## src/rtl/fifo_rd_stream.sv

```systemverilog
// fifo_rd_stream: read-side consumer for the synchronous FIFO.
// Issues fifo_rd_en on a credit basis, absorbs the FIFO's one-cycle read
// latency and presents words on a valid/ready stream through a 2-entry
// buffer (head + skid).
// Optional feature: define FIFO_RD_STATS_EN to add the 16-bit rd_count port
// counting accepted beats.
module fifo_rd_stream #(
    parameter int DW = 8
) (
    input  logic          clk,
    input  logic          rst_n,
    input  logic          fifo_empty,
    input  logic [DW-1:0] fifo_rdata,
    output logic          fifo_rd_en,
    output logic          m_valid,
    output logic [DW-1:0] m_data,
    input  logic          m_ready
`ifdef FIFO_RD_STATS_EN
    ,
    output logic [15:0]   rd_count
`endif
);

    typedef enum logic [1:0] {
        BUF_EMPTY = 2'd0,
        BUF_ONE   = 2'd1,
        BUF_TWO   = 2'd2
    } buf_state_t;

    buf_state_t    count;
    logic          inflight;
    logic [DW-1:0] head;
    logic [DW-1:0] skid;
    logic          pop;
    logic [2:0]    occupancy;

    // Stream handshake and read credit: a read may issue only when the word
    // it returns is guaranteed a free buffer slot on arrival.
    always_comb begin
        m_valid    = (count != BUF_EMPTY);
        pop        = m_valid & m_ready;
        occupancy  = {1'b0, count} + {2'b00, inflight} - {2'b00, pop};
        fifo_rd_en = rst_n & ~fifo_empty & (occupancy < 3'd2);
    end

    assign m_data = head;

    // Buffer occupancy, arrival capture and head/skid movement.
    always_ff @(posedge clk or negedge rst_n) begin
        if (!rst_n) begin
            count    <= BUF_EMPTY;
            inflight <= 1'b0;
            head     <= '0;
            skid     <= '0;
        end else begin
            inflight <= fifo_rd_en;
            case (count)
                BUF_EMPTY: begin
                    if (inflight) begin
                        head  <= fifo_rdata;
                        count <= BUF_ONE;
                    end
                end
                BUF_ONE: begin
                    if (inflight && pop) begin
                        head <= fifo_rdata;
                    end else if (inflight) begin
                        skid  <= fifo_rdata;
                        count <= BUF_TWO;
                    end else if (pop) begin
                        count <= BUF_EMPTY;
                    end
                end
                BUF_TWO: begin
                    // Skid shifts into head before the arriving word lands in skid.
                    if (pop) begin
                        head <= skid;
                        if (inflight) begin
                            skid <= fifo_rdata;
                        end else begin
                            count <= BUF_ONE;
                        end
                    end
                end
                default: begin
                    count <= BUF_EMPTY;
                end
            endcase
        end
    end

`ifdef FIFO_RD_STATS_EN
    // Accepted-beat counter, wraps naturally at 16 bits.
    always_ff @(posedge clk or negedge rst_n) begin
        if (!rst_n) begin
            rd_count <= '0;
        end else if (pop) begin
            rd_count <= rd_count + 16'd1;
        end
    end
`endif

endmodule
```

## config.mk

```make
export PLATFORM = sky130hd
export DESIGN_NAME = fifo_rd_stream
export DESIGN_NICKNAME = d
export VERILOG_FILES = /design/src/rtl/fifo_rd_stream.sv
export SDC_FILE = /design/constraint.sdc
export NUM_CORES = 1
export LEC_CHECK = 0
export CAP_MARGIN = 30
export CORE_MARGIN = 5
export CORE_UTILIZATION = 43
export CTS_CLUSTER_DIAMETER = 60
export DETAILED_ROUTE_END_ITERATION = 6
export GPL_TIMING_DRIVEN = 0
export PLACE_DENSITY = 0.73
export SLEW_MARGIN = 0
export SYNTH_ARGS = -nofsm -noshare
export SYNTH_HDL_FRONTEND = slang
export SYNTH_SLANG_ARGS = --single-unit
```

## constraint.sdc

```tcl
create_clock -name clk -period 2.5 [get_ports clk]
set_input_delay 0.75 -clock clk [delete_from_list [all_inputs] [get_ports clk]]
set_output_delay 0.75 -clock clk [all_outputs]
set_load 0.01 [all_outputs]
```

==> flow_summary.json, run 1 <==
{
  "path_class": "input port to output port",
  "slowest_stage": "fa_2",
  "ys_seq_area_share_pct": 49.5,
  "worstMarginPinSlew_ps": 848,
  "area_growth_pct": 31.8,
  "wl_per_cell_um": 14.6,
  "clk_pin_slew_ps": 100,
  "wl_mm": 1.81,
  "synth_area_leaders": "dfrtp_1, mux2_4, mux2_1",
  "antenna_cells_inserted": 0,
  "fin_util_pct": 58.3,
  "finalPower_w": 0.00128,
  "synth_cell_types": 21,
  "rows": 17,
  "gp_congestion": 0.726,
  "nFillCells": 193,
  "setup_viol": 1,
  "grt-ovfl-total": 0,
  "end_kind": "output port",
  "vdd_drop_max_uv": 692,
  "fmax_mhz": 351,
  "fin_ws_ps": -346,
  "postSynthAreaPerCell_um2": 13.9,
  "yosysWarningCount": 0,
  "fin_nets": 111,
  "relSlewSlack_pct": 43.5,
  "synth_edf_count": 0,
  "multiInputGateArea_um2": 470,
  "syn-instance-count": 69,
  "tritoncts": "done",
  "critPathMaxFanout": 7,
  "maxSlewViolCount": 0,
  "drive_gt1_share_pct": 32.3,
  "dieArea_um2": 3280,
  "dpl.hpwl_mm": 1.30,
  "async_flop_share_pct": 100,
  "slowest_delay_ps": 530,
  "final-instance-count-excl-fill": 124,
  "finalHoldViolations": 0,
  "h-tree-depth": 1,
  "cp.required_ps": 1750,
  "max-cap-violations": 0,
  "fin_worst_skew_ps": 1.69,
  "insertion_delay_ps": 300,
  "fp.dieH_um": 57.2,
  "cts_root_buf": "clkbuf_4",
  "path_cells": "buf_6 > nand2_2 > ha_1 > nand2_1 > fa_2 > nand2_2 > nor3_4 > buf_2",
  "cts.sinks": 19,
  "p_leak_nw": 0.547,
  "hold_path_class": "flip-flop to flip-flop",
  "synth_seq_cells": 19,
  "port_buffers": 21,
  "synth_nets": 83,
  "outcome": "finished with violations",
  "drt_iter0_drc": 4,
  "gr-usage-all-layers_pct": 12.6,
  "synth_flop_cell": "dfrtp_1",
  "cpLargestDelayFamily": "adder cells",
  "grt_pass1_wl_mm": 3.11,
  "regArea_um2": 478,
  "die_w_um": 57.2,
  "rsz0062_at_grt": "yes",
  "via_per_inst": 5.10,
  "syn_area_um2": 960,
  "critPathLaunchType": "input port",
  "synth.top_cell.area_share_pct": 49.5,
  "critPathBufInv": 2,
  "cts_hold_buf": 0,
  "first_global_vias": 659,
  "layout_min_cycle_time_ps": 2850,
  "dp.cells": 118,
  "period_share_pct": 114,
  "vias": 632,
  "drc": 0,
  "crit_arrival_ps": 2100,
  "yosysMostFrequentCell": "dfrtp_1",
  "initial_core_util_pct": 44.2,
  "drtPass1Iterations": 4,
  "power_density_nw_per_um2": 1010,
  "cts_buffers": 3,
  "ios": 22,
  "pre_cts_ws_ps": -1320,
  "violations": "setup timing",
  "ant_nets": 0,
  "core_area_um2": 2170,
  "synth_top_cell_by_area": "dfrtp_1",
  "grt_max_degree": 21,
  "antenna_found_initial": 0,
  "crit_top_cell": "nand2_2",
  "synthTopCellsByCount": "dfrtp_1, mux2_1, mux2_4, mux2_2",
  "cts_buffer_depth": 2
}
[timing repair]
action | in CTS | in global routing
setup buffers | 2 | 0
setup endpoints to repair | 1 | 1
resized for setup | 15 | 0
cloned | 0 | 0
pin swaps | 5 | 2
[state kept, by name, indices dropped and copies added, names as in the netlist]
signal and flops:
m_data 8, skid 8, count 2, inflight 1
[per-stage QoR]
step	setup TNS (ps)	hold slack [ps]	cell area, um2
finish	-346	496	1260
global route	-472	513	1260
CTS	-436	501	1260
detailed placement	-1420	476	1220
global placement	-1380	461	1220
floorplan	-92.4	452	976
[layout make-up]
type                       count  share of cell area (%)
multi-input combinational     45                    37.2
timing repair buffer          23                    17.4
clock buffer                   4                    2.08
tap                           28                    2.77
buffer                         3                    2.18
sequential                    19                    37.8
inverter                       2                   0.593
[routing by layer]
metal / vias up / share of wire [%] / global-route usage [%] / routed length, um
met5: - / 0 / 0 / 0
met4: 0 / 1.2 / 6.95 / 21
met3: 3 / 5.2 / 4.30 / 94
met2: 18 / 49 / 19.1 / 893
met1: 312 / 44 / 15.7 / 803
li1: 299 / - / - / -
[cell families after synthesis]
kind of cell	count (synthesis)	synth area share, %
muxes	24	31.3
DFF	19	49.5
and+or+nand+nor	12	6.65
AOI/OAI and AO/OA	6	4.56
buffers and inverters	5	3.65
adders and majority gates	2	3.39
xor gates and xnor gates	1	0.913
[where the power goes]
| part | internal (W) | switching, W | total [W] |
|---|---|---|---|
| sequential | 0.000451 | 0.0000787 | 0.000530 |
| clock | 0.0000622 | 0.0000914 | 0.000154 |
| combinational | 0.000377 | 0.000220 | 0.000597 |
[final timing paths]
path	from	end	slack (ps)	cells past startpoint
setup / recovery	m_ready	fifo_rd_en	-350	8
hold / removal	skid[5]	skid[5]	500	1
setup reg to reg	count[0]	inflight	780	7
hold reg to reg	skid[5]	skid[5]	500	1
max in group asynchronous	rst_n	count[1]	1270	1
min in group asynchronous	rst_n	count[0]	660	1
[cells in the final DEF, fill, tap and decap left out, drive strengths merged, types with 2 or more instances in the layout]
cell type | synthesis | final
inv | 2 | 2
clkbuf | 0 | 4
dfrtp | 19 | 19
nor2b | 4 | 4
o22ai | 2 | 2
clkdlybuf4s50 | 0 | 18
buf | 3 | 7
nand2 | 4 | 4
mux2 | 24 | 24
Note: power is estimated with default switching activity, not from simulation.
==> run 2, diff against run 1 <==
Settings changed: CORE_UTILIZATION 43 to 48, PLACE_DENSITY 0.73 to 0.77.
Clock period 2.5 ns to 3.1 ns, I/O delays scaled along.
==> run 2 against run 1 <==
  * The flow still finishes with violations (setup timing)
  * Global-route usage up 2.2 points
  * Die area down 8.6%
  * Sequential share of layout area shrank 1.3 points
  * Register-to-register slack improved by 330 ps
  * Cell area rose by 3.6%
  * Non-clock buffer count up 3
  * Critical path type unchanged
==> flow_summary.json, run 2 (synthesis gave the netlist of run 1 again) <==
{
  "fin_tns_setup_ps": -117,
  "grt_use_met2_pct": 25.6,
  "insertion_delay_ps": 300,
  "hold_path_class": "flip-flop to flip-flop",
  "ios": 22,
  "r2r_slack_ps": 1110,
  "vdd_drop_max_uv": 497,
  "relSlewSlack_pct": 41.6,
  "r2r-end": "inflight",
  "drtPass1Iterations": 4,
  "gr-usage-all-layers_pct": 14.8,
  "vias": 634,
  "critPathLaunchType": "input port",
  "startpoint": "m_ready",
  "power_density_nw_per_um2": 809,
  "drc": 0,
  "top_usage_layer": "met2",
  "cts_hold_buf": 0,
  "rsz0062_at_grt": "yes",
  "crit_arrival_ps": 2290,
  "final_common_cell": "clkdlybuf4s50_1",
  "cts_buffers": 3,
  "h-tree-depth": 1,
  "drt_iter0_drc": 2,
  "cts_root_buf": "clkbuf_4",
  "worstMarginPinSlew_ps": 876,
  "p_leak_nw": 0.573,
  "nFillCells": 153,
  "grtUsageMet1_pct": 16.9,
  "die_w_um": 54.7,
  "setup_viol": 1,
  "cts_buffer_depth": 2,
  "core_area_um2": 1940,
  "grt-ovfl-total": 0,
  "fin_ws_ps": -117,
  "critical_path.endpoint": "fifo_rd_en",
  "first_global_vias": 709,
  "period_share_pct": 104,
  "wl_per_cell_um": 14.7,
  "fin_util_pct": 67.5,
  "initial_core_util_pct": 49.4,
  "cp.required_ps": 2170,
  "max-cap-violations": 0,
  "fin_nets": 114,
  "via_per_inst": 5.03,
  "violations": "setup timing",
  "grt_max_degree": 21,
  "layout_common_cells": "clkdlybuf4s50_1, dfrtp_1, mux2_1, mux2_4, mux2_2",
  "dieArea_um2": 2990,
  "fmax_mhz": 311,
  "grtUsageMet3_pct": 3.27,
  "finalHoldViolations": 0,
  "layout_min_cycle_time_ps": 3220,
  "grt_pass1_wl_mm": 3.07,
  "clk_pin_slew_ps": 100,
  "rows": 16,
  "gp_congestion": 0.711,
  "reg2reg_depth": 9,
  "ant_nets": 0,
  "wl_mm": 1.85,
  "dpl.hpwl_mm": 1.26,
  "fp.dieH_um": 54.7,
  "cts.sinks": 19,
  "antenna_cells_inserted": 0,
  "fin_worst_skew_ps": 10.4,
  "path_class": "input port to output port",
  "critPathMaxFanout": 3,
  "outcome": "finished with violations",
  "end_kind": "output port",
  "port_buffers": 21,
  "area_growth_pct": 36.5,
  "drive_gt1_share_pct": 38.4,
  "maxSlewViolCount": 0,
  "antenna_found_initial": 0,
  "reg2reg_from": "count[1]",
  "tritoncts": "done"
}
## run 2: final cells by class
type	instances	area, um2	area share, %
multi-input combinational	45	489	37.3
sequential	19	478	36.5
timing repair buffer	26	248	18.9
inverter	2	7.51	0.573
tap	27	33.8	2.58
buffer	3	27.5	2.10
clock buffer	4	26.3	2.01
## run 2: metal layers
metal | up-vias | part of all wire (%)
met1 | 315 | 42
met5 | - | 0
met2 | 13 | 54
met4 | 0 | 0.65
li1 | 304 | -
met3 | 2 | 3.7
## run 2: power by group
part           switching, W  total, W  internal [W]
registers         0.0000599  0.000423      0.000363
logic              0.000187  0.000512      0.000325
clock network     0.0000747  0.000125     0.0000501
## run 2: what timing repair did
action,in CTS,in global routing
setup endpoints to repair,1,1
gates resized for setup,20,5
buffers inserted,4,1
cloned,0,0
pin swaps,4,3
## run 2: worst min path at each step
stage | from | end | slack (ps) | cells past startpoint
CTS | skid[7] | skid[7] | 500 | 1
floorplan | skid[0] | skid[0] | 450 | 1
detailed placement | skid[7] | skid[7] | 470 | 1
finish | skid[0] | skid[0] | 490 | 1
global placement | skid[0] | skid[0] | 460 | 1
global route | skid[5] | skid[5] | 510 | 1
## run 2: worst max-delay path: stages
cell and delay [ps]:
buf_8 80, nand2_4 40, ha_4 250, nand2_2 40, fa_2 520, nand2_2 50, nor3_2 210, buf_2 160
## run 2: stage by stage
| stage | area (um2) | setup slack, ps | total power, W | cells | hold slack [ps] |
|---|---|---|---|---|---|
| 4_1_cts | 1290 | -92.5 | 0.00105 | 125 | 497 |
| 5_1_grt | 1310 | -193 | 0.00114 | 126 | 511 |
| 6_report | 1310 | -117 | 0.00106 | 126 | 494 |
| 3_3_place_gp | 1200 | -1070 | 0.000865 | 117 | 461 |
| 2_1_floorplan | 960 | 30.1 | 0.000688 | 69 | 452 |
| 3_5_place_dp | 1200 | -1110 | 0.000881 | 117 | 473 |
